**config.mk**
```make
export PLATFORM = sky130hd
export DESIGN_NAME = uart_bus_bridge_flat
export DESIGN_NICKNAME = d
export VERILOG_FILES = /design/src/rtl/uart_bus_bridge_pkg.sv /design/src/rtl/uart_bus_bridge_if.sv /design/src/rtl/uart_bus_bridge_timeout_counter.sv /design/src/rtl/uart_bus_bridge.sv /design/src/flat_wrapper.sv
export SDC_FILE = /design/constraint.sdc
export NUM_CORES = 1
export LEC_CHECK = 0
export CORE_AREA = 2 2 157 113
export CTS_CLUSTER_DIAMETER = 80
export CTS_CLUSTER_SIZE = 14
export DETAILED_ROUTE_END_ITERATION = 16
export DIE_AREA = 0 0 159 115
export PLACE_DENSITY = 0.66
export SYNTH_ARGS = -nofsm -noshare
export SYNTH_HDL_FRONTEND = slang
export SYNTH_SLANG_ARGS = --single-unit
export TNS_END_PERCENT = 50
```
**constraint.sdc**
```tcl
create_clock -name clk -period 3.4 [get_ports clk]
set_clock_uncertainty 0.15 [all_clocks]
set_input_delay 0.51 -clock clk [delete_from_list [all_inputs] [get_ports clk]]
set_output_delay 0.51 -clock clk [all_outputs]
set_load 0.03 [all_outputs]
```
**src/rtl/uart_bus_bridge_pkg.sv**
```systemverilog
// Shared types and command bytes for the UART-to-bus debug bridge.
package uart_bus_bridge_pkg;

    typedef enum logic [2:0] {
        ST_IDLE,
        ST_ADDR,
        ST_DATA,
        ST_BUS_WR,
        ST_BUS_RD,
        ST_RESP
    } state_e;

    localparam logic [7:0] CMD_WRITE = 8'h57;
    localparam logic [7:0] CMD_READ  = 8'h52;
    localparam logic [7:0] ACK_BYTE  = 8'h4B;

endpackage

```
**src/rtl/uart_bus_bridge_if.sv**
```systemverilog
// Byte stream in/out plus peripheral-bus initiator signals of the bridge.
interface uart_bus_bridge_if;
    logic        rx_valid;
    logic [7:0]  rx_data;
    logic        tx_valid;
    logic        tx_ready;
    logic [7:0]  tx_data;
    logic        read;
    logic        write;
    logic [31:0] address;
    logic [31:0] write_data;
    logic [31:0] read_data;
    logic        rx_overrun;
    logic        frame_error;

    modport master (
        input  rx_valid, rx_data, tx_ready, read_data,
        output tx_valid, tx_data, read, write, address, write_data,
               rx_overrun, frame_error
    );

    modport slave (
        output rx_valid, rx_data, tx_ready, read_data,
        input  tx_valid, tx_data, read, write, address, write_data,
               rx_overrun, frame_error
    );
endinterface

```
**src/rtl/uart_bus_bridge_timeout_counter.sv**
```systemverilog
// Inter-byte idle counter: clear wins over enable, tc flags the terminal count.
module bridge_timeout_counter #(
    parameter int unsigned LIMIT = 2500000
) (
    input  logic clk,
    input  logic resetn,
    input  logic clear,
    input  logic enable,
    output logic tc
);

    logic [31:0] count_q, count_d;

    always_comb begin
        count_d = count_q;
        if (clear) begin
            count_d = '0;
        end else if (enable) begin
            count_d = count_q + 32'd1;
        end
    end

    always_ff @(posedge clk or negedge resetn) begin
        if (!resetn) begin
            count_q <= '0;
        end else begin
            count_q <= count_d;
        end
    end

    // Independent of clear so a byte landing on the terminal cycle still loses.
    assign tc = enable && (count_q == 32'(LIMIT));

endmodule

```
**src/rtl/uart_bus_bridge.sv**
```systemverilog
// Decodes W/R frames from the UART byte stream, runs one bus access and
// returns an ack or the read word through the transmitter.
module uart_bus_bridge
    import uart_bus_bridge_pkg::*;
#(
    parameter int unsigned ADDR_BYTES     = 4,
    parameter int unsigned DATA_BYTES     = 4,
    parameter int unsigned TIMEOUT_CYCLES = 2500000,
    parameter int unsigned READ_LATENCY   = 1
) (
    input  logic               clk,
    input  logic               resetn,
    uart_bus_bridge_if.master  bus
);

    state_e      state_q, state_d;
    logic        op_rd_q, op_rd_d;
    logic [2:0]  cnt_q, cnt_d;
    logic [7:0]  lat_q, lat_d;
    logic [31:0] addr_q, addr_d;
    logic [31:0] wdata_q, wdata_d;
    logic [31:0] resp_q, resp_d;
    logic        overrun_q, overrun_d;
    logic        ferr_q, ferr_d;

    logic        to_en, to_clr, to_tc;

    assign to_en  = (state_q == ST_ADDR) || (state_q == ST_DATA);
    assign to_clr = !to_en || bus.rx_valid;

    bridge_timeout_counter #(.LIMIT(TIMEOUT_CYCLES)) u_timeout (
        .clk    (clk),
        .resetn (resetn),
        .clear  (to_clr),
        .enable (to_en),
        .tc     (to_tc)
    );

    always_comb begin
        state_d   = state_q;
        op_rd_d   = op_rd_q;
        cnt_d     = cnt_q;
        lat_d     = lat_q;
        addr_d    = addr_q;
        wdata_d   = wdata_q;
        resp_d    = resp_q;
        overrun_d = overrun_q;
        ferr_d    = 1'b0;

        case (state_q)
            ST_IDLE: begin
                if (bus.rx_valid) begin
                    if (bus.rx_data == CMD_WRITE || bus.rx_data == CMD_READ) begin
                        op_rd_d = (bus.rx_data == CMD_READ);
                        cnt_d   = '0;
                        state_d = ST_ADDR;
                    end else begin
                        ferr_d = 1'b1;
                    end
                end
            end
            ST_ADDR: begin
                if (to_tc) begin
                    ferr_d  = 1'b1;
                    cnt_d   = '0;
                    state_d = ST_IDLE;
                end else if (bus.rx_valid) begin
                    addr_d = {addr_q[23:0], bus.rx_data};
                    if (cnt_q == 3'(ADDR_BYTES - 1)) begin
                        cnt_d   = '0;
                        lat_d   = '0;
                        state_d = op_rd_q ? ST_BUS_RD : ST_DATA;
                    end else begin
                        cnt_d = cnt_q + 3'd1;
                    end
                end
            end
            ST_DATA: begin
                if (to_tc) begin
                    ferr_d  = 1'b1;
                    cnt_d   = '0;
                    state_d = ST_IDLE;
                end else if (bus.rx_valid) begin
                    wdata_d = {wdata_q[23:0], bus.rx_data};
                    if (cnt_q == 3'(DATA_BYTES - 1)) begin
                        cnt_d   = '0;
                        state_d = ST_BUS_WR;
                    end else begin
                        cnt_d = cnt_q + 3'd1;
                    end
                end
            end
            ST_BUS_WR: begin
                resp_d  = {ACK_BYTE, 24'h0};
                cnt_d   = '0;
                state_d = ST_RESP;
            end
            ST_BUS_RD: begin
                // read_data is only trusted on the final cycle of the strobe.
                if (lat_q == 8'(READ_LATENCY - 1)) begin
                    resp_d  = bus.read_data;
                    cnt_d   = '0;
                    state_d = ST_RESP;
                end else begin
                    lat_d = lat_q + 8'd1;
                end
            end
            ST_RESP: begin
                if (bus.tx_ready) begin
                    resp_d = {resp_q[23:0], 8'h00};
                    if (cnt_q == (op_rd_q ? 3'(DATA_BYTES - 1) : 3'd0)) begin
                        cnt_d   = '0;
                        state_d = ST_IDLE;
                    end else begin
                        cnt_d = cnt_q + 3'd1;
                    end
                end
            end
            default: begin
                state_d = ST_IDLE;
            end
        endcase

        if (bus.rx_valid && (state_q inside {ST_BUS_WR, ST_BUS_RD, ST_RESP})) begin
            overrun_d = 1'b1;
        end
    end

    always_ff @(posedge clk or negedge resetn) begin
        if (!resetn) begin
            state_q   <= ST_IDLE;
            op_rd_q   <= 1'b0;
            cnt_q     <= '0;
            lat_q     <= '0;
            addr_q    <= '0;
            wdata_q   <= '0;
            resp_q    <= '0;
            overrun_q <= 1'b0;
            ferr_q    <= 1'b0;
        end else begin
            state_q   <= state_d;
            op_rd_q   <= op_rd_d;
            cnt_q     <= cnt_d;
            lat_q     <= lat_d;
            addr_q    <= addr_d;
            wdata_q   <= wdata_d;
            resp_q    <= resp_d;
            overrun_q <= overrun_d;
            ferr_q    <= ferr_d;
        end
    end

    assign bus.tx_valid    = (state_q == ST_RESP);
    assign bus.tx_data     = resp_q[31:24];
    assign bus.read        = (state_q == ST_BUS_RD);
    assign bus.write       = (state_q == ST_BUS_WR);
    assign bus.address     = addr_q;
    assign bus.write_data  = wdata_q;
    assign bus.rx_overrun  = overrun_q;
    assign bus.frame_error = ferr_q;

endmodule

```
**src/flat_wrapper.sv**
```systemverilog
// flat-port wrapper written by rule: the top's interface ports become plain ports
module uart_bus_bridge_flat import uart_bus_bridge_pkg::*;
#(
    parameter int unsigned ADDR_BYTES     = 4,
    parameter int unsigned DATA_BYTES     = 4,
    parameter int unsigned TIMEOUT_CYCLES = 2500000,
    parameter int unsigned READ_LATENCY   = 1
)
  (clk, resetn, bus_rx_valid, bus_rx_data, bus_tx_ready, bus_read_data, bus_tx_valid, bus_tx_data, bus_read, bus_write, bus_address, bus_write_data, bus_rx_overrun, bus_frame_error);
  uart_bus_bridge_if bus_i ();
  input  logic clk;
  input  logic resetn;
  input wire logic [$bits(bus_i.rx_valid)-1:0] bus_rx_valid;
  input wire logic [$bits(bus_i.rx_data)-1:0] bus_rx_data;
  input wire logic [$bits(bus_i.tx_ready)-1:0] bus_tx_ready;
  input wire logic [$bits(bus_i.read_data)-1:0] bus_read_data;
  output wire logic [$bits(bus_i.tx_valid)-1:0] bus_tx_valid;
  output wire logic [$bits(bus_i.tx_data)-1:0] bus_tx_data;
  output wire logic [$bits(bus_i.read)-1:0] bus_read;
  output wire logic [$bits(bus_i.write)-1:0] bus_write;
  output wire logic [$bits(bus_i.address)-1:0] bus_address;
  output wire logic [$bits(bus_i.write_data)-1:0] bus_write_data;
  output wire logic [$bits(bus_i.rx_overrun)-1:0] bus_rx_overrun;
  output wire logic [$bits(bus_i.frame_error)-1:0] bus_frame_error;
  assign bus_i.rx_valid = bus_rx_valid;
  assign bus_i.rx_data = bus_rx_data;
  assign bus_i.tx_ready = bus_tx_ready;
  assign bus_i.read_data = bus_read_data;
  assign bus_tx_valid = bus_i.tx_valid;
  assign bus_tx_data = bus_i.tx_data;
  assign bus_read = bus_i.read;
  assign bus_write = bus_i.write;
  assign bus_address = bus_i.address;
  assign bus_write_data = bus_i.write_data;
  assign bus_rx_overrun = bus_i.rx_overrun;
  assign bus_frame_error = bus_i.frame_error;
  uart_bus_bridge #(.ADDR_BYTES(ADDR_BYTES), .DATA_BYTES(DATA_BYTES), .TIMEOUT_CYCLES(TIMEOUT_CYCLES), .READ_LATENCY(READ_LATENCY)) u_core (.clk(clk), .resetn(resetn), .bus(bus_i));
endmodule
```
Word-level counts from Yosys, hierarchy flattened

Index checks and enable logic that the tools add are counted.

Add/subtract/negate cells: 3
Eq/ne operators: 24
Multiplexer cells: 37
Bitwise gates (word level): 1
Reductions and logical operators: 20

Operators with widths:

| cell                                                                    | number |
|---|---|
| 32-bit two-way mux                                                      | 4 |
| 32-bit one-hot mux with 3 select lines                                  | 1 |
| 3-bit two-way mux                                                       | 20 |
| 32-bit by 1-bit adder with 32-bit output, second input constant         | 1 |
| 32-bit by 22-bit == test with 1-bit output, second input constant       | 1 |
| 8-bit two-way mux                                                       | 4 |
| 3-bit one-hot mux with 6 select lines                                   | 1 |
| 8-bit by 7-bit == test with 1-bit output, second input constant         | 2 |
| 8-bit one-hot mux with 2 select lines                                   | 1 |
| 3-bit one-hot mux with 5 select lines                                   | 1 |
| 2-bit inequality test, second input constant                            | 6 |
| 3-bit by 2-bit inequality test with 1-bit output, second input constant | 4 |
| 3-bit AND reduction                                                     | 4 |
| 3-bit by 2-bit == test with 1-bit output, second input constant         | 3 |
| 9-bit AND reduction                                                     | 1 |
| 8-bit by 1-bit adder with 8-bit output, second input constant           | 1 |
| 8-bit logical NOT                                                       | 1 |
| 3-bit == test, second input constant                                    | 2 |
| 2-bit by 1-bit inequality test with 1-bit output, second input constant | 3 |
| 6-bit AND reduction                                                     | 1 |
| 5-bit AND reduction                                                     | 1 |
| 5-bit nonzero test                                                      | 1 |
| 2-bit nonzero test                                                      | 2 |
| 3-bit by 1-bit adder with 3-bit output, second input constant           | 1 |
| other kinds (13)                                                        | 18 |

Flip-flop bits (word level): 145
Input bits: 44
Output and inout port bits: 77

Logic depth before layout (Yosys ltp)

Depth in word-level cells: 5
Depth in mapped cells: 10

Hierarchy

Synthesis repeated with hierarchy kept, for this count alone.

Cells, all modules: 684
Area total of the unflattened synthesis: 6740.2 µm²

Modules (own cells, without submodules):

| module                 | times used | cells each | area each (µm²) |
|---|---|---|---|
| uart_bus_bridge        | 1          | 488        | 4953.5 |
| bridge_timeout_counter | 1          | 196        | 1786.7 |

Worst setup path after synthesis

OpenSTA, ideal clock, no wires.

Path kind: register -> register
Start point: register u_core.u_timeout.count_q[12]
End point: register u_core.wdata_q[0], in the netlist u_core.bus.write_data[0]
Setup time: 125 ps
Data arrival time: 2409 ps
Required time: 3125 ps
Path slack: 717 ps
Cell stages (with the launch flop): 8
Period minus slack after synthesis: 2683 ps
Cell sequence: dfrtp_1 -> or4_1 -> or3_4 -> or3_1 -> buf_2 -> nand4_4 -> buf_6 -> mux2_2

Longest elaborated chain between the ends: 4

Ends and longest elaborated chain:

| item                                       | RTL line                              | source |
|---|---|---|
| start, declared                            | uart_bus_bridge_timeout_counter.sv:12 | `logic [31:0] count_q, count_d;` |
| start signal, assigned                     | uart_bus_bridge_timeout_counter.sv:27 | `count_q <= count_d;` |
| 32-bit by 22-bit == test with 1-bit output | uart_bus_bridge_timeout_counter.sv:32 | `assign tc = enable && (count_q == 32'(LIMIT));` |
| 1-bit logical AND                          | uart_bus_bridge_timeout_counter.sv:32 |  |
| 1-bit inverter (no source line)            | n/a                                   |  |
| 3-bit AND reduction (no source line)       | n/a                                   |  |
| end signal, assigned                       | uart_bus_bridge.sv:146                | `wdata_q <= wdata_d;` |
| end, declared                              | uart_bus_bridge.sv:21                 | `logic [31:0] wdata_q, wdata_d;` |

No other way between the ends.
A chain may end at the register's enable or synchronous reset.

Worst setup path in the final report

Start point: register u_core.state_q[1]
End point: output bus_read

Longest elaborated chain between the ends: 1

Ends and longest elaborated chain:

| item                   | RTL line               | source |
|---|---|---|
| start, declared        | uart_bus_bridge.sv:16  | `state_e state_q, state_d;` |
| start signal, assigned | uart_bus_bridge.sv:141 | `state_q <= state_d;` |
| 3-bit == test          | uart_bus_bridge.sv:155 | `assign bus.read = (state_q == ST_BUS_RD);` |
| end, declared          | flat_wrapper.sv:19     | `output wire logic [$bits(bus_i.read)-1:0] bus_read;` |

No other way between the ends.

==> results.tsv <==
metric	value	unit
grt_pass1_vias	4794	
coreArea	0.0168	mm^2
vias	4798	
powerDensity	867	mW/mm^2
setup_ws	0.166	ns
drt-total-wl	14800	um
antenna_cells	0	
clockBufferDepth	2	
grt_max_degree	84	
antenna_found_initial	0	
cts.sinks	145	
cts_buffers	17	
synth-async-reset-ratio	100	%
crit_path_max_incr_delay	0.75	ns
path_cells	nor2_1, nand2_1, inv_2, clkdlybuf4s50_1	
route.detailed.drc	0	
io_pins	121	
synth_top_family_by_area	simple AND/OR/NAND/NOR gates	
required	2.74	ns
synth-edff-count	0	
die-area	0.0183	mm^2
dieWidth	159	um
synthToLayoutAreaGrowth	30.1	%
p_leak	0.00365	uW
met3_length	508	um
dominantRegCellSynth	dfrtp_1	
yosysSeqAreaShare	55.0	%
crit_type	flop to primary output	
drtPass1Iterations	5	
crit_buf_inv	2	
synth_mux_area_share	10.7	%
endpoint_kind	primary output	
fin_area	0.00859	mm^2
synthAdderAreaFrac	1.33	%
layout.nets	765	
worstMarginPinSlew	0.716	ns
critPathLaunchType	flop	
synthTopCellsByCount	dfrtp_1, nand2_1, mux2_2, o21ai_0, nor2_1	
hold_class	flop to flop	
relSlewSlack	51.8	%
yosys.area_share.simple	14.4	%
place.gp.congestion	0.801	
die_y	115	um
grt_usage	16.8	%
first_iter_violations	296	
dr.max_layer_used	met4	
cts_tree	done	
ir_worst_vdd	351	uV
yosysTopAreaCell	dfrtp_1	
initial_core_util	39.3	%
syn_inst	599	
post-route-util	51.1	%
avgViaCountPerCell	5.01	
synth-xor-area-share	3.18	%
clkSlewWorstSetupHoldPaths	0.07	ns
finalPower	7440	uW
path_max_fanout	15	
cp.arrival	2.57	ns
crit_slowest_cell	clkdlybuf4s50_1	
fmax	309	MHz
avgSynthCellArea	11.0	um^2
syn-num-nets	650	
drt-met1-wl	7330	um
dpl-instance-area	0.00800	mm^2
reg2regPathDepth	5	
synth.most_common_cell	dfrtp_1	
drv_cap	0	
ys_warn_count	0	
fin_crit	3.23	ns
grt.overflow.total	0	
cts_root_buffer	clkbuf_16	
setup_viol	0	
htreeDepth	4	
synth_compound_area_share	11.5	%
dp_hpwl	10400	um
critPathTopFamily	buffers and inverters	
pre_cts_ws	0.423	ns
rsz0062_at_grt	no	
yosys.area.top_type_share	55.0	%
wl_per_cell	15.4	um
holdPathStages	2	
wl_met2	6820	um
setup-tns-final	0	ns
drtAntennaViolNets	0	
status	finished clean	
hold_violations	0	
slew_viol_final	0	
ys_types	47	
num_rows	40	
final_layout_size_suffix_gt1_share	15.5	%
cts_resized	0	
period_share	95.1	%
syn_area	0.00660	mm^2
grt_pass1_wl	24900	um
synth_area_leaders	dfrtp_1, mux2_2, o21ai_0	
io_buffers	120	
clk_latency	0.42	ns
synth-seq-cells	145	
cp.depth	4	
[cell type report]
type,instances,area (um^2)
fillers,1487,8230
flip-flops and latches,145,3630
multi-input cells,400,2720
repair buffers,130,1310
clock buffers,17,425
well taps,231,289
clock inverters,15,149
inverters,20,75.1
[cells in the final DEF (no fill, tap or decap), drive strengths merged, types with 3 or more instances in the layout]
cell type and n:
xor2 11, nor3 9, xnor2 13, buf 10, nand4 18, a31oi 3
nor2 45, o31ai 5, ha 7, a21o 3, nor4b 3, nand3 9
mux2 62, clkdlybuf4s50 119, clkbuf 17, o22ai 5, o41ai 3, a21oi 11
a22oi 21, and3 8, nand2b 5, nand2 65, clkinv 6, nor2b 6
inv 26, nor4 3, dfrtp 145, nand3b 3, or3 10, o21ai 60
[kinds of logic (layout without fill, tap and decap cells)]
family	Yosys count	count (layout)
buffers and inverters	54	182
flip-flops	145	145
adder cells (fa/ha/maj)	7	7
AND/OR/NAND/NOR	190	190
multiplexers	63	63
AO/OA/AOI/OAI	116	116
XOR/XNOR	24	24
[power breakdown]
group	switching, uW	internal (uW)	leakage (uW)
Sequential	384	2250	0.00192
Combinational	1740	1270	0.00145
Clock	769	1030	0.000281
Total	2890	4550	0.00365
[stage by stage]
step,std cells,hold slack [ns]
after floorplan,599,0.0644
after global placement,925,0.294
after detailed placement,925,0.295
after CTS,958,0.338
after global routing,958,0.361
final,958,0.334
[metal layers]
layer  global-route usage (%)  up-vias
met5                        0        -
met4                     4.97        0
met3                     3.90       11
met2                     25.2       82
met1                     24.5     2366
li1                         -     2339
[flip-flops by register name, indices dropped and copies added, names as in the netlist]
name,flops
u_core.bus.address,32
u_core.bus.frame_error,1
u_core.bus.rx_overrun,1
u_core.bus.write_data,32
u_core.cnt_q,3
u_core.lat_q,8
u_core.op_rd_q,1
u_core.resp_q,32
u_core.state_q,3
u_core.u_timeout.count_q,32
[what timing repair did]
item                      4_1_cts  5_1_grt
setup buffers                   0        0
hold endpoints to repair       62        0
hold buffers                    1        0
[worst min-delay path, cell delays in order, from the launching register on]
cell and delay, ns:
dfrtp_1 0.34, nand2_1 0.05, o21ai_0 0.06
[path summary, 6_finish.rpt]
check / startpoint / endpoint / slack [ns]
worst max register to register: u_core.u_timeout.count_q[12]$_DFFE_PN0P_ / u_core.bus.write_data[29]$_DFFE_PN0P_ / 0.42
max in group asynchronous: resetn / u_core.bus.write_data[29]$_DFFE_PN0P_ / 1.70
worst max-delay path: u_core.state_q[1]$_DFFE_PN0P_ / bus_read / 0.17
worst min-delay path: u_core.resp_q[19]$_DFFE_PN0P_ / u_core.resp_q[19]$_DFFE_PN0P_ / 0.33
min in group asynchronous: resetn / u_core.bus.write_data[25]$_DFFE_PN0P_ / 0.51
worst min register to register: u_core.resp_q[19]$_DFFE_PN0P_ / u_core.resp_q[19]$_DFFE_PN0P_ / 0.33
(Power assumes the default switching activity.)
